### src/rtl/mdu_pkg.sv
// Shared encodings for the iterative multiply/divide unit.
package mdu_pkg;

    localparam logic [1:0] OP_MULT  = 2'b00;
    localparam logic [1:0] OP_MULTU = 2'b01;
    localparam logic [1:0] OP_DIV   = 2'b10;
    localparam logic [1:0] OP_DIVU  = 2'b11;

    typedef enum logic [1:0] {
        ST_IDLE = 2'd0,
        ST_RUN  = 2'd1,
        ST_FIX  = 2'd2
    } mdu_state_e;

    // Op bit 1 selects divide, bit 0 selects unsigned.
    function automatic logic op_is_div(input logic [1:0] op);
        return op[1];
    endfunction

    function automatic logic op_is_signed(input logic [1:0] op);
        return ~op[0];
    endfunction

endpackage

### src/rtl/mdu_if.sv
// Handshake, operand and HI/LO bus of the multiply/divide unit.
interface mdu_if #(parameter int WIDTH = 32);

    logic             start;
    logic [1:0]       op;
    logic [WIDTH-1:0] a;
    logic [WIDTH-1:0] b;
    logic             hi_we;
    logic             lo_we;
    logic [WIDTH-1:0] wr_data;
    logic             busy;
    logic             done;
    logic             div_zero;
    logic [WIDTH-1:0] hi;
    logic [WIDTH-1:0] lo;

    modport master (
        output start, op, a, b, hi_we, lo_we, wr_data,
        input  busy, done, div_zero, hi, lo
    );

    modport slave (
        input  start, op, a, b, hi_we, lo_we, wr_data,
        output busy, done, div_zero, hi, lo
    );

endinterface

### src/rtl/mdu_negate.sv
// Conditional two's-complement negate; used for operand magnitudes and result sign fix-up.
module mdu_negate #(
    parameter int WIDTH = 32
) (
    input  logic [WIDTH-1:0] in,
    input  logic             neg,
    output logic [WIDTH-1:0] out
);

    assign out = neg ? (~in + WIDTH'(1)) : in;

endmodule

### src/rtl/mul_div_unit.sv
// Iterative MULT/MULTU/DIV/DIVU engine owning HI/LO; one result bit per cycle.
module mul_div_unit
    import mdu_pkg::*;
#(
    parameter int WIDTH = 32
) (
    input  logic  clk,
    input  logic  rst,
    mdu_if.slave  bus
);

    localparam int CW = $clog2(WIDTH);

    mdu_state_e         state;
    logic [CW-1:0]      count;
    logic [2*WIDTH-1:0] work;      // multiply: {acc, multiplier}; divide: {remainder, quotient}
    logic [WIDTH-1:0]   opnd;      // multiplicand or divisor magnitude
    logic               is_div;
    logic               res_neg;   // product / quotient sign
    logic               rem_neg;   // remainder follows the dividend sign
    logic               dz;
    logic               busy_q;
    logic               done_q;
    logic               dz_q;
    logic [WIDTH-1:0]   hi_q;
    logic [WIDTH-1:0]   lo_q;

    // Operand magnitudes for signed ops.
    logic             a_neg;
    logic             b_neg;
    logic [WIDTH-1:0] a_abs;
    logic [WIDTH-1:0] b_abs;

    assign a_neg = op_is_signed(bus.op) & bus.a[WIDTH-1];
    assign b_neg = op_is_signed(bus.op) & bus.b[WIDTH-1];

    mdu_negate #(.WIDTH(WIDTH)) u_abs_a (.in(bus.a), .neg(a_neg), .out(a_abs));
    mdu_negate #(.WIDTH(WIDTH)) u_abs_b (.in(bus.b), .neg(b_neg), .out(b_abs));

    // One shift-add multiply step: add multiplicand when the low multiplier bit is set,
    // then shift the whole {carry, acc, multiplier} right by one.
    logic [WIDTH:0]     add_sum;
    logic [2*WIDTH-1:0] mul_next;

    assign add_sum  = {1'b0, work[2*WIDTH-1:WIDTH]} + (work[0] ? {1'b0, opnd} : '0);
    assign mul_next = {add_sum, work[WIDTH-1:1]};

    // One restoring divide step: shift the next dividend bit into the remainder,
    // keep the subtraction only if it did not borrow.
    logic [WIDTH:0]     div_trial;
    logic [WIDTH:0]     div_diff;
    logic [2*WIDTH-1:0] div_next;

    assign div_trial = {work[2*WIDTH-1:WIDTH], work[WIDTH-1]};
    assign div_diff  = div_trial - {1'b0, opnd};
    assign div_next  = div_diff[WIDTH]
                     ? {div_trial[WIDTH-1:0], work[WIDTH-2:0], 1'b0}
                     : {div_diff[WIDTH-1:0],  work[WIDTH-2:0], 1'b1};

    // Result sign fix-up; the product is negated across the full double width.
    logic [2*WIDTH-1:0] prod_fix;
    logic [WIDTH-1:0]   quo_fix;
    logic [WIDTH-1:0]   rem_fix;

    mdu_negate #(.WIDTH(2*WIDTH)) u_fix_prod (.in(work), .neg(res_neg), .out(prod_fix));
    mdu_negate #(.WIDTH(WIDTH)) u_fix_quo (.in(work[WIDTH-1:0]), .neg(res_neg), .out(quo_fix));
    mdu_negate #(.WIDTH(WIDTH)) u_fix_rem (.in(work[2*WIDTH-1:WIDTH]), .neg(rem_neg), .out(rem_fix));

    // Control FSM with registered handshake outputs and HI/LO ownership.
    always_ff @(posedge clk or posedge rst) begin
        if (rst) begin
            state   <= ST_IDLE;
            count   <= '0;
            work    <= '0;
            opnd    <= '0;
            is_div  <= 1'b0;
            res_neg <= 1'b0;
            rem_neg <= 1'b0;
            dz      <= 1'b0;
            busy_q  <= 1'b0;
            done_q  <= 1'b0;
            dz_q    <= 1'b0;
            hi_q    <= '0;
            lo_q    <= '0;
        end else begin
            done_q <= 1'b0;
            dz_q   <= 1'b0;
            case (state)
                ST_IDLE: begin
                    if (bus.start) begin
                        is_div  <= op_is_div(bus.op);
                        res_neg <= a_neg ^ b_neg;
                        rem_neg <= a_neg;
                        count   <= '0;
                        busy_q  <= 1'b1;
                        if (op_is_div(bus.op)) begin
                            work <= {{WIDTH{1'b0}}, a_abs};
                            opnd <= b_abs;
                        end else begin
                            work <= {{WIDTH{1'b0}}, b_abs};
                            opnd <= a_abs;
                        end
                        // A zero divisor skips the iterations entirely.
                        if (op_is_div(bus.op) && (bus.b == '0)) begin
                            dz    <= 1'b1;
                            state <= ST_FIX;
                        end else begin
                            dz    <= 1'b0;
                            state <= ST_RUN;
                        end
                    end else begin
                        if (bus.hi_we) hi_q <= bus.wr_data;
                        if (bus.lo_we) lo_q <= bus.wr_data;
                    end
                end
                ST_RUN: begin
                    work  <= is_div ? div_next : mul_next;
                    count <= count + 1'b1;
                    if (count == CW'(WIDTH - 1)) state <= ST_FIX;
                end
                ST_FIX: begin
                    if (!dz) begin
                        if (is_div) begin
                            hi_q <= rem_fix;
                            lo_q <= quo_fix;
                        end else begin
                            hi_q <= prod_fix[2*WIDTH-1:WIDTH];
                            lo_q <= prod_fix[WIDTH-1:0];
                        end
                    end
                    done_q <= 1'b1;
                    dz_q   <= dz;
                    busy_q <= 1'b0;
                    state  <= ST_IDLE;
                end
                default: state <= ST_IDLE;
            endcase
        end
    end

    assign bus.busy     = busy_q;
    assign bus.done     = done_q;
    assign bus.div_zero = dz_q;
    assign bus.hi       = hi_q;
    assign bus.lo       = lo_q;

endmodule

### src/flat_wrapper.sv
// flat-port wrapper written by rule: the top's interface ports become plain ports
module mul_div_unit_flat import mdu_pkg::*;
#(
    parameter int WIDTH = 32
)
  (clk, rst, bus_start, bus_op, bus_a, bus_b, bus_hi_we, bus_lo_we, bus_wr_data, bus_busy, bus_done, bus_div_zero, bus_hi, bus_lo);
  mdu_if #(.WIDTH(WIDTH)) bus_i ();
  input  logic clk;
  input  logic rst;
  input wire logic [$bits(bus_i.start)-1:0] bus_start;
  input wire logic [$bits(bus_i.op)-1:0] bus_op;
  input wire logic [$bits(bus_i.a)-1:0] bus_a;
  input wire logic [$bits(bus_i.b)-1:0] bus_b;
  input wire logic [$bits(bus_i.hi_we)-1:0] bus_hi_we;
  input wire logic [$bits(bus_i.lo_we)-1:0] bus_lo_we;
  input wire logic [$bits(bus_i.wr_data)-1:0] bus_wr_data;
  output wire logic [$bits(bus_i.busy)-1:0] bus_busy;
  output wire logic [$bits(bus_i.done)-1:0] bus_done;
  output wire logic [$bits(bus_i.div_zero)-1:0] bus_div_zero;
  output wire logic [$bits(bus_i.hi)-1:0] bus_hi;
  output wire logic [$bits(bus_i.lo)-1:0] bus_lo;
  assign bus_i.start = bus_start;
  assign bus_i.op = bus_op;
  assign bus_i.a = bus_a;
  assign bus_i.b = bus_b;
  assign bus_i.hi_we = bus_hi_we;
  assign bus_i.lo_we = bus_lo_we;
  assign bus_i.wr_data = bus_wr_data;
  assign bus_busy = bus_i.busy;
  assign bus_done = bus_i.done;
  assign bus_div_zero = bus_i.div_zero;
  assign bus_hi = bus_i.hi;
  assign bus_lo = bus_i.lo;
  mul_div_unit #(.WIDTH(WIDTH)) u_core (.clk(clk), .rst(rst), .bus(bus_i));
endmodule
### config.mk
export PLATFORM = sky130hd
export DESIGN_NAME = mul_div_unit_flat
export DESIGN_NICKNAME = d
export VERILOG_FILES = /design/src/rtl/mdu_pkg.sv /design/src/rtl/mdu_if.sv /design/src/rtl/mdu_negate.sv /design/src/rtl/mul_div_unit.sv /design/src/flat_wrapper.sv
export SDC_FILE = /design/constraint.sdc
export NUM_CORES = 1
export LEC_CHECK = 0
export BUFFER_PORTS_ARGS = -buffer_cell sky130_fd_sc_hd__buf_2
export CORE_ASPECT_RATIO = 0.9
export CORE_MARGIN = 2
export CORE_UTILIZATION = 45
export DETAILED_ROUTE_END_ITERATION = 8
export PLACE_DENSITY = 0.75
export SYNTH_ARGS = -nofsm -noshare
export SYNTH_HDL_FRONTEND = slang
export SYNTH_SLANG_ARGS = --single-unit
### constraint.sdc
create_clock -name clk -period 13.7 [get_ports clk]
set_input_delay 1.37 -clock clk [delete_from_list [all_inputs] [get_ports clk]]
set_output_delay 1.37 -clock clk [all_outputs]
set_load 0.02 [all_outputs]
==> impl_metrics.yaml <==
status:
  outcome: "finished clean"
cts:
  clkSlewWorstSetupHoldPaths_ns: 0.07
  tritoncts: "done"
  ctsLongestPathBuffers: 2
  ctsHoldBuffers: 0
  post_cts_resize_count: 0
  htree_num_levels: 4
  cts_made_buffers: 17
  number_of_setup_buffers_added_after_cts: 0
  clockRootBuffer: "clkbuf_16"
  clock_insertion_delay_worst_skew_ns: 0.46
  cts.sinks: 174
finish:
  final.fill_count: 3127
  final_cell_mix: "nor2_1 (216), nand2_1 (193), a21oi_1 (188), dfrtp_1 (173), buf_2 (169)"
  final_net_count: 2164
  n_antenna_cell: 0
  layout-drive-gt1-share_pct: 12.44
  syn2layout_area_growth_pct: 11.14
  mostFrequentLayoutCell: "nor2_1"
  fin_cells: 2418
setup_path:
  cp_data_arrival_time_ns: 4.76
  worst-setup-path-type: "register to register"
  critPathSlowestCell: "inv_1"
  worst-endpoint-required_ns: 14.04
  timing.critical_path.cells: "inv_1, nor2_1, ha_1, a21oi_1, nor2b_1, a2111oi_0, a311oi_1, o21ai_1, a311oi_1, o21ai_1, mux2i_1, a21oi_1, a211o_1"
  path_delay_family: "compound AO/OA/AOI/OAI gates"
  worst_setup_path_start_kind: "register"
  max_stage_delay_ns: 0.81
  cp.buffers_inverters: 1
  crit_fanout: 31
  worstSetupEndpointType: "register"
sta:
  grt_setup_unrepaired: "false"
  achievable-frequency_mhz: 226.1
  final.min_clock_period_ns: 4.423
  slew_viol_final: 0
  report.final.hold_viol_count: 0
  tns_ns: 0
  relSlewSlack_pct: 21.94
  tightestPinTransition_ns: 1.170
  fin_worst_skew_ns: 0.01455
  worst_slack_ns: 9.277
  finalSetupViolations: 0
  holdWs_ns: 0.4743
  timing.final.crit_share_pct: 32.28
power_and_ir_drop:
  p_per_area_nw_per_um2: 286.7
  p_clk_share_pct: 10.8
  internal_power_mw: 2.230
  seq_power_share_pct: 24.9
  vdd_ir_drop_max_v: 0.0001359
  total_leakage_power_nw: 7.207
  power.net_switching_mw: 2.481
  netSwitchingFraction_pct: 52.66
  comb_power_share_pct: 64.3
logic_synthesis:
  postSynth.asyncResetShare_pct: 100.0
  commonest_register_cell_after_synthesis: "dfrtp_1"
  synth_sequential_area_ratio_pct: 29.45
  synth_cells: 1903
  synthesis.area_per_instance_um2: 7.768
  synthDominantCellAreaShare_pct: 29.45
  synth.yosys.warnings: 0
  synth_nets: 2078
  ys_top_cells_by_area: "dfrtp_1 (29%), a21oi_1 (6.4%), ha_1 (5.9%), nor2_1 (5.5%), o21ai_0 (5.5%)"
  syn-cell-area_um2: 14780
  synthDominantAreaCellType: "dfrtp_1"
  synth.ff_latch_count: 174
  synth-edff-count: 0
  post_synth_num_cell_types: 78
grt:
  vias_in_the_first_global_route: 13646
  antenna_found_initial: 1
  grt_pass1_wl_um: 77840
  grt.overflow.total: 0
  largest_net_degree_at_the_start_of_global_routing: 91
  global_route.usage.total_pct: 29.05
floorplanning:
  io_pins: 170
  placement_rows: 62
  dieArea_um2: 34320
  die_width_um: 195.1
  die_height_um: 175.9
  floorplan.core_area_um2: 32120
  start_util_pct: 46.03
run:
  count_of_max_cap_constraint_violations: 0
place:
  placement.io_buffers: 169
  place.gp.congestion: 0.9665
  dpl.hpwl_um: 38590
  post-place-cells: 2386
  pre_cts_ws_ns: 9.335
drt:
  first_iter_violations: 1467
  post-route-drc-count: 0
  totalWireLength_um: 50310
  dr_total_vias: 14767
  drt-vias-per-instance: 6.107
  drt-wirelength-per-cell_um: 20.81
  route.antenna.remaining_nets: 0
  drt_pass1_iterations: 6
hold_path:
  worst_hold_class: "register to register"
==> cell usage after synthesis, types with 6 or more instances <==
| library cell | instances |
|---|---|
| a211oi_1 | 43 |
| a21o_1 | 31 |
| a21oi_1 | 188 |
| a221oi_1 | 9 |
| a22oi_1 | 19 |
| a31oi_1 | 26 |
| and2_1 | 19 |
| and3_1 | 11 |
| buf_1 | 15 |
| buf_2 | 9 |
| clkbuf_1 | 90 |
| dfrtp_1 | 174 |
| ha_1 | 70 |
| inv_1 | 64 |
| mux2i_1 | 40 |
| nand2_1 | 194 |
| nand2b_1 | 19 |
| nand3_1 | 31 |
| nand4_1 | 11 |
| nor2_1 | 217 |
| nor2b_1 | 19 |
| nor3_1 | 34 |
| nor4_1 | 15 |
| o211ai_1 | 32 |
| o21a_1 | 13 |
| o21ai_0 | 161 |
| o21ai_1 | 11 |
| o22ai_1 | 6 |
| o31ai_1 | 34 |
| o41ai_1 | 9 |
| or2_2 | 6 |
| or3_1 | 14 |
| or4_1 | 10 |
| xnor2_1 | 91 |
| xor2_1 | 75 |
==> final cells by class <==
| cell class | count | area (um2) | share of cell area (%) |
|---|---|---|---|
| well taps | 416 | 520.5 | 3.168 |
| multi-input cells | 1547 | 9754 | 59.37 |
| clock buffers | 19 | 442.9 | 2.696 |
| flip-flops and latches | 174 | 4355 | 26.51 |
| repair buffers | 184 | 958.4 | 5.834 |
| inverters | 65 | 249.0 | 1.515 |
| clock inverters | 13 | 148.9 | 0.9063 |
==> flip-flops by register name (all words and copies together), names as in the netlist <==
name and count:
u_core.work 64, u_core.bus.hi 32, u_core.bus.lo 32, u_core.opnd 32, u_core.count 5, u_core.state 2, u_core.bus.busy 1, u_core.bus.div_zero 1
u_core.bus.done 1, u_core.dz 1, u_core.is_div 1, u_core.rem_neg 1, u_core.res_neg 1
==> routing by layer <==
layer | track usage, % | routed length (um) | up-vias
li1 | - | - | 7021
met1 | 41.99 | 23180 | 7018
met2 | 43.88 | 21540 | 651
met3 | 5.769 | 4379 | 77
met4 | 8.556 | 1202 | 0
met5 | 0 | 0 | -
==> path summary, 6_finish.rpt <==
| kind | from | to | slack, ns | cells past startpoint |
|---|---|---|---|---|
| min in group asynchronous | rst | u_core.bus.done$_DFF_PP0_ | 0.91 | 2 |
| max | u_core.work[0]$_DFFE_PP0P_ | u_core.work[60]$_DFFE_PP0P_ | 9.28 | 13 |
| min reg2reg | u_core.bus.lo[26]$_DFFE_PP0P_ | u_core.bus.lo[26]$_DFFE_PP0P_ | 0.47 | 2 |
| min | u_core.bus.lo[26]$_DFFE_PP0P_ | u_core.bus.lo[26]$_DFFE_PP0P_ | 0.47 | 2 |
| max reg2reg | u_core.work[0]$_DFFE_PP0P_ | u_core.work[60]$_DFFE_PP0P_ | 9.28 | 13 |
| max in group asynchronous | rst | u_core.is_div$_DFFE_PP0P_ | 11.46 | 3 |
==> logic make-up after synthesis <==
logic type | after synthesis | synth area share [%]
AOI/OAI and AO/OA | 638 | 26.86
adders and majority gates | 72 | 6.196
xor gates and xnor gates | 166 | 9.835
and+or+nand+nor | 630 | 20.04
buffers and inverters | 182 | 4.824
DFF | 174 | 29.45
muxes | 41 | 2.785
==> stage by stage <==
stage	power (mW)	cell area, um2	util (%)
after floorplan	3.286	14780	-
after global placement	4.067	15840	49.31
after detailed placement	4.124	15840	49.31
after CTS	4.640	16430	51.16
after global routing	5.061	16430	51.16
final	4.710	16430	51.16
==> power by group through the flow <==
stage          Clock (mW)  Combinational, mW  Sequential, mW
2_1_floorplan           0               2.21            1.08
3_3_place_gp            0               2.92            1.15
3_5_place_dp            0               2.96            1.16
4_1_cts             0.512               2.98            1.15
5_1_grt             0.532               3.33            1.20
6_report            0.510               3.03            1.17
==> worst reg2reg max path: stages (launching register included) <==
cell       delay (ns)
dfrtp_1          0.46
inv_1            0.82
nor2_1           0.13
ha_1             0.41
a21oi_1          0.30
nor2b_1          0.08
a2111oi_0        0.51
a311oi_1         0.27
o21ai_1          0.35
a311oi_1         0.20
o21ai_1          0.23
mux2i_1          0.20
a21oi_1          0.07
a211o_1          0.29
Power figures use the tool's default switching activity.
